## src/rtl/ecc_hamming_encoder_pipe.sv

```systemverilog
// SECDED Hamming encoder (32 data + 6 parity + 1 overall parity) with a
// 2-stage valid/ready pipeline, one-shot error injection and a saturating
// count of words delivered on the output port.
module ecc_hamming_encoder_pipe #(
  parameter int unsigned DATA_WIDTH    = 32,
  parameter int unsigned PARITY_LENGTH = 6,
  parameter int unsigned CNT_WIDTH     = 16
) (
  input  logic                     clk,
  input  logic                     rst_n,
  input  logic                     in_valid,
  output logic                     in_ready,
  input  logic [DATA_WIDTH-1:0]    in_data,
  output logic                     out_valid,
  input  logic                     out_ready,
  output logic [DATA_WIDTH-1:0]    out_data,
  output logic [PARITY_LENGTH-1:0] out_parity,
  output logic                     out_oe_parity,
  input  logic                     inj_req,
  input  logic [1:0]               inj_mode,
  input  logic [5:0]               inj_pos0,
  input  logic [5:0]               inj_pos1,
  output logic                     inj_armed,
  output logic [CNT_WIDTH-1:0]     word_cnt
);

  localparam int unsigned CW_WIDTH  = DATA_WIDTH + PARITY_LENGTH;
  localparam int unsigned POS_WIDTH = 6;
  localparam int unsigned POS_OE    = CW_WIDTH;
  localparam logic [1:0]  MODE_SINGLE = 2'b01;
  localparam logic [1:0]  MODE_DOUBLE = 2'b10;

  // Scatter data bits into the non-power-of-two Hamming positions.
  function automatic logic [CW_WIDTH-1:0] place_data(input logic [DATA_WIDTH-1:0] d);
    logic [CW_WIDTH-1:0] cw;
    int unsigned         j;
    cw = '0;
    j  = 0;
    for (int unsigned i = 0; i < CW_WIDTH; i++) begin
      if (((i + 1) & i) != 0) begin
        cw[i] = d[j];
        j++;
      end
    end
    return cw;
  endfunction

  // Gather data bits back out of a codeword.
  function automatic logic [DATA_WIDTH-1:0] extract_data(input logic [CW_WIDTH-1:0] cw);
    logic [DATA_WIDTH-1:0] d;
    int unsigned           j;
    d = '0;
    j = 0;
    for (int unsigned i = 0; i < CW_WIDTH; i++) begin
      if (((i + 1) & i) != 0) begin
        d[j] = cw[i];
        j++;
      end
    end
    return d;
  endfunction

  // p_k covers every position whose 1-based index has bit k set.
  function automatic logic [PARITY_LENGTH-1:0] calc_parity(input logic [CW_WIDTH-1:0] cw);
    logic [PARITY_LENGTH-1:0] p;
    p = '0;
    for (int unsigned k = 0; k < PARITY_LENGTH; k++) begin
      for (int unsigned i = 0; i < CW_WIDTH; i++) begin
        if ((((i + 1) >> k) & 1) != 0) p[k] = p[k] ^ cw[i];
      end
    end
    return p;
  endfunction

  // Merge parity bits into their power-of-two positions.
  function automatic logic [CW_WIDTH-1:0] build_cw(input logic [DATA_WIDTH-1:0] d,
                                                   input logic [PARITY_LENGTH-1:0] p);
    logic [CW_WIDTH-1:0] cw;
    cw = place_data(d);
    for (int unsigned k = 0; k < PARITY_LENGTH; k++) cw[(1 << k) - 1] = p[k];
    return cw;
  endfunction

  function automatic logic [PARITY_LENGTH-1:0] extract_parity(input logic [CW_WIDTH-1:0] cw);
    logic [PARITY_LENGTH-1:0] p;
    for (int unsigned k = 0; k < PARITY_LENGTH; k++) p[k] = cw[(1 << k) - 1];
    return p;
  endfunction

  logic                     s1_valid;
  logic [DATA_WIDTH-1:0]    s1_data;
  logic [PARITY_LENGTH-1:0] s1_parity;

  logic                     inj_double_q;
  logic [POS_WIDTH-1:0]     inj_pos0_q;
  logic [POS_WIDTH-1:0]     inj_pos1_q;

  logic                     s2_adv_c;
  logic                     load_s2_c;
  logic                     arm_c;
  logic                     oe_c;
  logic [CW_WIDTH:0]        flip_c;
  logic [CW_WIDTH:0]        cw_flipped_c;

  // Stage 2 moves whenever its output slot is empty or being drained.
  assign s2_adv_c  = !out_valid || out_ready;
  assign load_s2_c = s2_adv_c && s1_valid;
  assign in_ready  = !s1_valid || s2_adv_c;

  // Accept a request only if nothing is pending and every used position is in range.
  assign arm_c = inj_req &&
                 (((inj_mode == MODE_SINGLE) && (inj_pos0 <= POS_WIDTH'(POS_OE))) ||
                  ((inj_mode == MODE_DOUBLE) && (inj_pos0 <= POS_WIDTH'(POS_OE)) &&
                   (inj_pos1 <= POS_WIDTH'(POS_OE))));

  // Build the full 39-bit word from stage 1 and apply the armed flip mask.
  always_comb begin
    flip_c = '0;
    oe_c   = ^{s1_data, s1_parity};
    if (inj_armed) begin
      for (int unsigned i = 0; i <= POS_OE; i++) begin
        if (inj_pos0_q == POS_WIDTH'(i)) flip_c[i] = 1'b1;
        if (inj_double_q && (inj_pos1_q == POS_WIDTH'(i))) flip_c[i] = flip_c[i] ^ 1'b1;
      end
    end
    cw_flipped_c = {oe_c, build_cw(s1_data, s1_parity)} ^ flip_c;
  end

  // Stage 1: capture the raw word and its Hamming parity.
  always_ff @(posedge clk or negedge rst_n) begin
    if (!rst_n) begin
      s1_valid  <= 1'b0;
      s1_data   <= '0;
      s1_parity <= '0;
    end else if (in_ready) begin
      s1_valid <= in_valid;
      if (in_valid) begin
        s1_data   <= in_data;
        s1_parity <= calc_parity(place_data(in_data));
      end
    end
  end

  // Stage 2: output register, holds while stalled.
  always_ff @(posedge clk or negedge rst_n) begin
    if (!rst_n) begin
      out_valid     <= 1'b0;
      out_data      <= '0;
      out_parity    <= '0;
      out_oe_parity <= 1'b0;
    end else if (s2_adv_c) begin
      out_valid <= s1_valid;
      if (s1_valid) begin
        out_data      <= extract_data(cw_flipped_c[CW_WIDTH-1:0]);
        out_parity    <= extract_parity(cw_flipped_c[CW_WIDTH-1:0]);
        out_oe_parity <= cw_flipped_c[CW_WIDTH];
      end
    end
  end

  // Injection arm/consume; a request is only seen when nothing was pending.
  always_ff @(posedge clk or negedge rst_n) begin
    if (!rst_n) begin
      inj_armed    <= 1'b0;
      inj_double_q <= 1'b0;
      inj_pos0_q   <= '0;
      inj_pos1_q   <= '0;
    end else if (inj_armed) begin
      if (load_s2_c) inj_armed <= 1'b0;
    end else if (arm_c) begin
      inj_armed    <= 1'b1;
      inj_double_q <= (inj_mode == MODE_DOUBLE);
      inj_pos0_q   <= inj_pos0;
      inj_pos1_q   <= inj_pos1;
    end
  end

  // Saturating count of output handshakes.
  always_ff @(posedge clk or negedge rst_n) begin
    if (!rst_n) begin
      word_cnt <= '0;
    end else if (out_valid && out_ready && (word_cnt != {CNT_WIDTH{1'b1}})) begin
      word_cnt <= word_cnt + CNT_WIDTH'(1);
    end
  end

endmodule

```

## config.mk

```make
export PLATFORM = sky130hd
export DESIGN_NAME = ecc_hamming_encoder_pipe
export DESIGN_NICKNAME = d
export VERILOG_FILES = /design/src/rtl/ecc_hamming_encoder_pipe.sv
export SDC_FILE = /design/constraint.sdc
export NUM_CORES = 1
export LEC_CHECK = 0
export CAP_MARGIN = 20
export CORE_MARGIN = 5
export CORE_UTILIZATION = 45
export CTS_CLUSTER_DIAMETER = 120
export DETAILED_ROUTE_END_ITERATION = 10
export GPL_TIMING_DRIVEN = 0
export HOLD_SLACK_MARGIN = 0.12
export PLACE_DENSITY = 0.69
export REMOVE_ABC_BUFFERS = 1
export SLEW_MARGIN = 40
export SYNTH_ARGS = -nofsm -noshare
export SYNTH_HDL_FRONTEND = slang
export SYNTH_SLANG_ARGS = --single-unit
```

## constraint.sdc

```tcl
create_clock -name clk -period 5.8 [get_ports clk]
set_clock_uncertainty 0.2 [all_clocks]
set_input_delay 1.16 -clock clk [delete_from_list [all_inputs] [get_ports clk]]
set_output_delay 1.16 -clock clk [all_outputs]
set_load 0.01 [all_outputs]
```

==> flow_summary.ini, run 1 <==
[status]
status = complete, no violations

[die]
die_h_um = 130.2
coreArea_mm2 = 0.01437
die_width_um = 130.2
start_util_pct = 45.24
rows = 44
dieArea_mm2 = 0.01695
pin_count = 109

[detailed_routing]
wl_mm = 16.77
via_per_inst = 5.394
wl_per_cell_um = 18.21
vias = 4968
dr.pass1.iters = 4
route.detailed.drc = 0
detail_route.iter0.violations = 349
postRouteAntennaNets = 0

[grt]
met3_usage_pct = 2.824
met2_usage_pct = 32.83
grt_pass1_vias = 5065
grt_pass1_wl_mm = 26.94
grt_max_degree = 73
use_met1_pct = 28.65
grt_util_all_layers_pct = 20.57
busiest_layer = met2
gr-total-overflow = 0
antenna_found_initial = 0

[sta]
maxSlewHeadroom_pct = 47.34
period_minus_slack_ps = 3796
hold_viol = 0
finalMaxSlewViolations = 0
rsz0062_at_grt = no
finalSetupViolCount = 0
max_freq_mhz = 263.4
worstMarginPinSlew_ps = 779.0
min_period_over_period_pct = 65.45
finalSetupTns_ps = 0
fin_hold_ws_ps = 277.1

[setup_path]
path_class = input port to primary output
rr_worst_depth = 6
critPathMostFrequentCell = clkdlybuf4s50_1
worstSetupEndpointType = primary output
crit_fanout = 3
worstPathArrival_ps = 2440
timing.rr.end = out_oe_parity
crit_end = in_ready
crit_path_start = out_ready
ff2ff_setup_slack_ps = 3070
cpPeakStageDelay_ps = 570
path_cells = clkdlybuf4s50_1 -> nand3b_1 -> clkdlybuf4s50_1
required_ps = 4440
r2r_start = inj_pos1_q[2]
cp-start-kind = input port
cpMaxStageDelayCell = clkdlybuf4s50_1

[finish]
nNetsFinal = 784
finalInstanceArea_mm2 = 0.008074
drive_gt1_share_pct = 11.26
synthToLayoutAreaGrowth_pct = 24.22
n_antenna_cell = 0
layout.cells.non_filler = 921

[power]
p_sw_w = 0.001127
leakage_nw = 2.999
clock_power_share_pct = 22.2
peakVddDrop_v = 0.0002122
p_int_w = 0.002058
p_seq_share_pct = 36.7
swShare_pct = 35.38
power.total_w = 0.003185
p_per_area_mw_per_mm2 = 394.5
combPwrFrac_pct = 41.1

[place]
hpwl_mm = 12.84
place_area_mm2 = 0.007730
gp_congestion = 0.8891
io_buffer_count = 108
dp_cells = 905

[synthesis]
synth_area_mm2 = 0.006500
synth_edf_count = 0
yosysSeqAreaShare_pct = 41.96
ys.warnings.count = 0
ys_top_cells_by_area = dfrtp_1 42%, xnor2_1 14%, xor2_1 8.1%
synthTopCellsByCount = 109 x dfrtp_1, 106 x nand2_1, 105 x xnor2_1, 60 x xor2_1, 44 x mux2_2
yosys_register_bits = 109
syn_inst = 643
yosysMostFrequentCell = dfrtp_1
synth_top_cell_by_area = dfrtp_1
yosys_most_used_dff = dfrtp_1
avgSynthCellArea_um2 = 10.11
synth_cell_type_count = 55
async_flop_share_pct = 100.0
yosys.area.top_type_share_pct = 41.96

[clock_tree]
cts_resized = 0
clkSinkCount = 109
cts_root_buf = clkbuf_16
hold_buffers = 0
cts-htree-levels = 3
numCtsBuffers = 9
clock_path_buffers = 2
cts_tree = built
post_cts_buffers = 0
clk_pin_slew_ps = 70
clk_latency_ps = 360

[hold_path]
min_path_type = register to register

[flow_run]
drv_cap = 0
-- through the flow --
stage	worst slack [ps]	util, %
6_report	2004	56.19
2_1_floorplan	2773	-
4_1_cts	1990	56.15
3_3_place_gp	-729.4	53.32
5_1_grt	1942	56.19
3_5_place_dp	1996	53.80
-- metal layers --
metal,vias to the layer above,wire [um]
li1,2384,-
met1,2438,7635
met2,126,7962
met3,20,812
met4,0,357
met5,-,0
-- power groups by stage --
stage | Combinational [W] | Clock [W] | Sequential [W]
2_1_floorplan | 0.000820 | 0 | 0.00117
3_3_place_gp | 0.00129 | 0 | 0.00117
3_5_place_dp | 0.00132 | 0 | 0.00119
4_1_cts | 0.00132 | 0.000724 | 0.00117
5_1_grt | 0.00142 | 0.000750 | 0.00120
6_report | 0.00131 | 0.000706 | 0.00117
-- critical path, delay by kind of cell --
kind                   cells  cell delay, ps
buffers and inverters      2            1070
and+or+nand+nor            1             200
-- layout make-up --
cell class              count  area [um^2]
repair buffers            110         1134
clock buffers              10        229.0
clock inverters             6        108.9
fillers                  1275         6295
inverters                   2        7.507
multi-input cells         500         3636
flip-flops and latches    109         2729
well taps                 184        230.2
-- layout by cell type, fill, tap and decap left out, types with 4 or more instances in the layout --
cell type and count:
o22ai_1 16, xor2_1 60, dfrtp_1 108, mux2_2 44, nand2_1 104, nand2b_1 11, clkbuf_16 9, nor2b_1 4
clkdlybuf4s50_1 107, o211ai_1 13, nand4_1 6, nor4_1 10, nand3_1 13, or2_1 4, o21ai_0 30, nor3_1 10
nor2_1 6, o21ai_1 15, xnor2_1 105
-- state kept, by name, indices dropped and copies added, names as in the netlist --
| name | flops |
|---|---|
| out_valid | 1 |
| inj_double_q | 1 |
| inj_pos1_q | 6 |
| out_parity | 6 |
| inj_pos0_q | 6 |
| out_data | 32 |
| s1_data | 32 |
| s1_parity | 6 |
| inj_armed | 1 |
| s1_valid | 1 |
| out_oe_parity | 1 |
| word_cnt | 16 |
-- worst min-delay path by stage --
stage | endpoint | slack [ps] | cells after the start | startpoint
4_1_cts | out_data[18] | 290 | 2 | out_data[18]
3_5_place_dp | out_data[18] | 270 | 2 | out_data[18]
2_1_floorplan | out_valid | 260 | 1 | s1_valid
5_1_grt | out_data[13] | 320 | 2 | out_data[13]
6_report | out_data[18] | 280 | 2 | out_data[18]
3_3_place_gp | out_data[12] | 260 | 2 | out_data[12]
-- cell families (layout without fill, tap and decap cells) --
group	after synthesis	in the layout	synth area share [%]
simple gates	195	195	15.59
compound gates	89	89	8.604
fa+ha+maj	1	1	0.1925
xor+xnor	168	168	23.08
buf+inv	34	128	2.425
flops	109	109	41.96
mux	47	47	8.142
(Power assumes the default switching activity.)
==> inputs of run 2 (changes only) <==
PLACE_DENSITY = 0.72   (was 0.69)
clock period = 3.45 ns   (was 5.8 ns; I/O delays follow)
==> run 2 against run 1 <==
Flip-flop and latch count unchanged; non-clock buffer count grew 1; final cell count is 0.11% higher; cell area hardly changed; die area is the same; core utilization about the same; critical path type unchanged; sequential share of layout area hardly changed; count of clock-buffer cells in the layout stayed put; routed wire length grew 0.42%; largest power group unchanged.
==> flow_summary.ini, run 2 (synthesis gave the netlist of run 1 again) <==
[finish]
synthToLayoutAreaGrowth_pct = 24.18
reg.largest.list = out_data (32), s1_data (32), word_cnt (16)
layout_common_cells = 108 x dfrtp_1, 107 x clkdlybuf4s50_1, 105 x xnor2_1, 104 x nand2_1, 60 x xor2_1
layout.cells.non_filler = 922
nNetsFinal = 785
utilization_pct = 56.17
n_antenna_cell = 0
nFillCells = 1257
finalInstanceArea_mm2 = 0.008071
final_common_cell = dfrtp_1
drive_gt1_share_pct = 11.25

[setup_path]
path_class = input port to primary output
required_ps = 2560
critPathMostFrequentCell = clkdlybuf4s50_1
r2r_start = inj_pos1_q[2]
cpPeakStageDelay_ps = 570
worstSetupEndpointType = primary output
worstPathArrival_ps = 1970
crit_fanout = 3
cp_num_buf_inv = 2
cpMaxStageDelayCell = clkdlybuf4s50_1
cp_top_family = buffers and inverters
timing.rr.end = out_oe_parity
rr_worst_depth = 6
cp-start-kind = input port
path_cells = clkdlybuf4s50_1 -> nand3b_1 -> clkdlybuf4s50_1
ff2ff_setup_slack_ps = 670

[sta]
maxSlewHeadroom_pct = 49.15
rsz0062_at_grt = no
fin_hold_ws_ps = 283.6
max_freq_mhz = 350.1
hold_viol = 0
finalSetupViolCount = 0
period_minus_slack_ps = 2856
min_period_over_period_pct = 82.78
finalMaxSlewViolations = 0
worstMarginPinSlew_ps = 759.9

[clock_tree]
clock_path_buffers = 2
clk_pin_slew_ps = 70
cts_resized = 0
numCtsBuffers = 9
cts_tree = built
hold_buffers = 1
cts-htree-levels = 3
cts_root_buf = clkbuf_16
clkSinkCount = 109
clk_latency_ps = 360
post_cts_buffers = 0

[die]
die_width_um = 130.2
dieArea_mm2 = 0.01695
coreArea_mm2 = 0.01437
start_util_pct = 45.24
pin_count = 109
rows = 44
die_h_um = 130.2

[hold_path]
min_path_cells = 2
min_to = out_data[1]
min_path_type = register to register
hold_path_startpoint = out_data[1]

[grt]
antenna_found_initial = 0
gr-total-overflow = 0
grt_util_all_layers_pct = 20.79
grt_max_degree = 78
grt_pass1_wl_mm = 27.37
grt_pass1_vias = 5141

[flow_run]
drv_cap = 0

[detailed_routing]
detail_route.iter0.violations = 253
wl_mm = 16.84
dr.pass1.iters = 5
vias = 5066
via_per_inst = 5.495
route.detailed.drc = 0
wl_per_cell_um = 18.26
postRouteAntennaNets = 0

[power]
peakVddDrop_v = 0.0003079
p_per_area_mw_per_mm2 = 661.6
leakage_nw = 2.997

[place]
io_buffer_count = 108
hpwl_mm = 12.86
place_area_mm2 = 0.007730
gp_congestion = 0.9129
dp_cells = 905

[status]
status = complete, no violations
==> run 2: how the worst max path moves through the flow <==
stage	start	end	slack (ps)	depth (start not counted)
6_report	out_ready	in_ready	590	3
5_1_grt	inj_pos1_q[2]	out_oe_parity	540	6
4_1_cts	out_ready	in_ready	590	3
3_5_place_dp	inj_pos0[2]	inj_pos0_q[4]	550	5
3_3_place_gp	rst_n	out_data[27]	-2530	1
2_1_floorplan	out_ready	out_data[11]	890	3
==> run 2: power by group <==
part	internal, W	switching [W]
clock network	0.000663	0.000497
registers	0.00157	0.000393
logic	0.00118	0.00104
==> run 2: per-layer routing <==
layer  GRT usage [%]  wire length, um
met4           7.579              355
met3           2.702              813
met2           33.95             8165
met1           28.40             7504
met5               0                0
==> run 2: final cells by class <==
| type | instances | area [um^2] | area share, % |
|---|---|---|---|
| clock inverters | 6 | 92.59 | 1.147 |
| clock buffers | 10 | 239.0 | 2.961 |
| repair buffers | 111 | 1144 | 14.17 |
| flip-flops and latches | 109 | 2729 | 33.81 |
| inverters | 2 | 7.507 | 0.09301 |
| multi-input cells | 500 | 3630 | 44.97 |
| well taps | 184 | 230.2 | 2.852 |
==> run 2: stage by stage <==
stage                     TNS, ps  power [W]  setup WS [ps]
final                           0   0.005340          594.0
after global routing            0   0.005643          538.2
after CTS                       0   0.005379          589.9
after detailed placement        0   0.004202          549.7
after global placement    -278660   0.004118          -2533
after floorplan                 0   0.003340          893.0
==> run 2: worst min-delay path, stage by stage, from the launching register on <==
cell	delay [ps]
dfrtp_1	340
nand2_1	50
o21ai_1	60
==> inputs of run 3 (changes only) <==
clock period = 2.3 ns   (was 3.45 ns; I/O delays follow)
==> run 3 against run 2 <==
Core utilization rose by 1.0 points; count of clock-buffer cells in the layout did not move; sequential share of layout area fell by 0.44 points; cell area rose by 1.8%; global-route usage rose by 0.23 points; sequential power rose by 50%; combinational power rose by 57%; die area did not move; non-clock buffer count rose by 8; routed wire length rose by 2.4%; critical path type is now register to register; largest cell class unchanged; highest routed layer unchanged.
==> flow_summary.ini, run 3 (synthesis gave the netlist of run 1 again) <==
[place]
dp_cells = 905
hpwl_mm = 12.86
io_buffer_count = 108
gp_congestion = 0.9129

[sta]
finalSetupTns_ps = 0
rsz0062_at_grt = yes
max_freq_mhz = 439.7
finalSetupViolCount = 0
maxSlewHeadroom_pct = 52.95
worstMarginPinSlew_ps = 699.3
hold_viol = 0
min_period_over_period_pct = 98.89
period_minus_slack_ps = 2275
finalMaxSlewViolations = 0

[power]
peakVddDrop_v = 0.0005080
combPwrFrac_pct = 42.4
leakage_nw = 3.057
p_sw_w = 0.002951
p_seq_share_pct = 36.2
swShare_pct = 36.15
p_per_area_mw_per_mm2 = 993.6
p_int_w = 0.005212
clock_power_share_pct = 21.4

[detailed_routing]
detail_route.iter0.violations = 401
dr.pass1.iters = 5
met1Wirelength_mm = 7.589
wl_mm = 17.24
wl_per_cell_um = 18.53
postRouteAntennaNets = 0
via_per_inst = 5.459
wl_met2_mm = 8.535
wl_met3_um = 837
top_layer_used = met4
vias = 5077
route.detailed.drc = 0

[finish]
synthToLayoutAreaGrowth_pct = 26.39
reg.largest.list = out_data (32), s1_data (32), word_cnt (16)
final_common_cell = clkdlybuf4s50_1
utilization_pct = 57.18
layout.cells.non_filler = 930
layout_common_cells = 106 x clkdlybuf4s50_1, 104 x xnor2_1, 103 x nand2_1, 102 x dfrtp_1, 60 x xor2_1
n_antenna_cell = 0
drive_gt1_share_pct = 14.75
nNetsFinal = 793
nFillCells = 1253

[die]
dieArea_mm2 = 0.01695
die_width_um = 130.2
rows = 44
coreArea_mm2 = 0.01437
start_util_pct = 45.24
die_h_um = 130.2
pin_count = 109

[clock_tree]
cts-htree-levels = 3
clkSinkCount = 109
numCtsBuffers = 9
clk_latency_ps = 360
cts_root_buf = clkbuf_16
clk_pin_slew_ps = 80
clock_path_buffers = 2
cts_tree = built

[setup_path]
path_class = register to register
worstPathArrival_ps = 2310
crit_fanout = 11
worstSetupEndpointType = register
required_ps = 2330
cp-start-kind = register

[status]
status = complete, no violations

[hold_path]
min_path_type = register to register

[grt]
grt_pass1_vias = 5163
grt_max_degree = 78
antenna_found_initial = 0
grt_pass1_wl_mm = 27.65
grt_util_all_layers_pct = 21.02
gr-total-overflow = 0

[flow_run]
drv_cap = 0
[run 3: layout make-up]
| type | count | area (um^2) | area share (%) |
|---|---|---|---|
| Multi-Input combinational cell | 500 | 3694 | 44.96 |
| Sequential cell | 109 | 2741 | 33.37 |
| Timing Repair Buffer | 119 | 1211 | 14.74 |
| Clock buffer | 10 | 239.0 | 2.909 |
| Tap cell | 184 | 230.2 | 2.802 |
| Clock inverter | 6 | 92.59 | 1.127 |
| Inverter | 2 | 7.507 | 0.09138 |
[run 3: repair_timing]
item	CTS	global route
hold endpoints to repair	32	0
resized for setup	11	15
hold buffers	1	0
cloned	0	0
buffers inserted	2	6
setup endpoints to repair	28	36
[run 3: critical path, cell delays in order, from the launching register on]
cell      delay (ps)
dfrtp_1          470
nor2_2           430
nand2_1          250
o311ai_1         530
xor2_1           180
o21ai_0           80
[run 3: power by group through the flow]
| stage | Clock, W | Sequential (W) | Combinational [W] |
|---|---|---|---|
| 3_5_place_dp | 0 | 0.00298 | 0.00332 |
| 4_1_cts | 0.00178 | 0.00295 | 0.00338 |
| 2_1_floorplan | 0 | 0.00294 | 0.00207 |
| 3_3_place_gp | 0 | 0.00295 | 0.00323 |
| 5_1_grt | 0.00186 | 0.00303 | 0.00372 |
| 6_report | 0.00175 | 0.00296 | 0.00346 |
[run 3: routing by layer]
| metal | global-route usage, % | vias up |
|---|---|---|
| li1 | - | 2403 |
| met1 | 28.62 | 2501 |
| met2 | 34.79 | 157 |
| met3 | 2.702 | 16 |
| met4 | 6.968 | 0 |
| met5 | 0 | - |
[run 3: final timing paths]
| path | start | depth (start not counted) | slack (ps) | endpoint |
|---|---|---|---|---|
| hold reg to reg | out_data[17] | 2 | 280 | out_data[17] |
| min in group asynchronous | rst_n | 2 | 350 | word_cnt[8] |
| hold / removal | out_data[17] | 2 | 280 | out_data[17] |
| setup / recovery | inj_pos0_q[4] | 5 | 30 | out_parity[4] |
| max in group asynchronous | rst_n | 3 | 860 | inj_pos1_q[2] |
| setup reg to reg | inj_pos0_q[4] | 5 | 30 | out_parity[4] |
[run 3: per-stage QoR]
step / setup slack, ps / hold WS (ps) / power (W) / instance area [um^2]
floorplan: -27.01 / -35.59 / 0.005010 / 6350
global placement: -3453 / 261.1 / 0.006178 / 7661
detailed placement: -398.8 / 137.2 / 0.006303 / 7730
CTS: 5.822 / 289.6 / 0.008110 / 8115
global route: -55.88 / 311.5 / 0.008611 / 8215
finish: 25.48 / 283.4 / 0.008163 / 8215
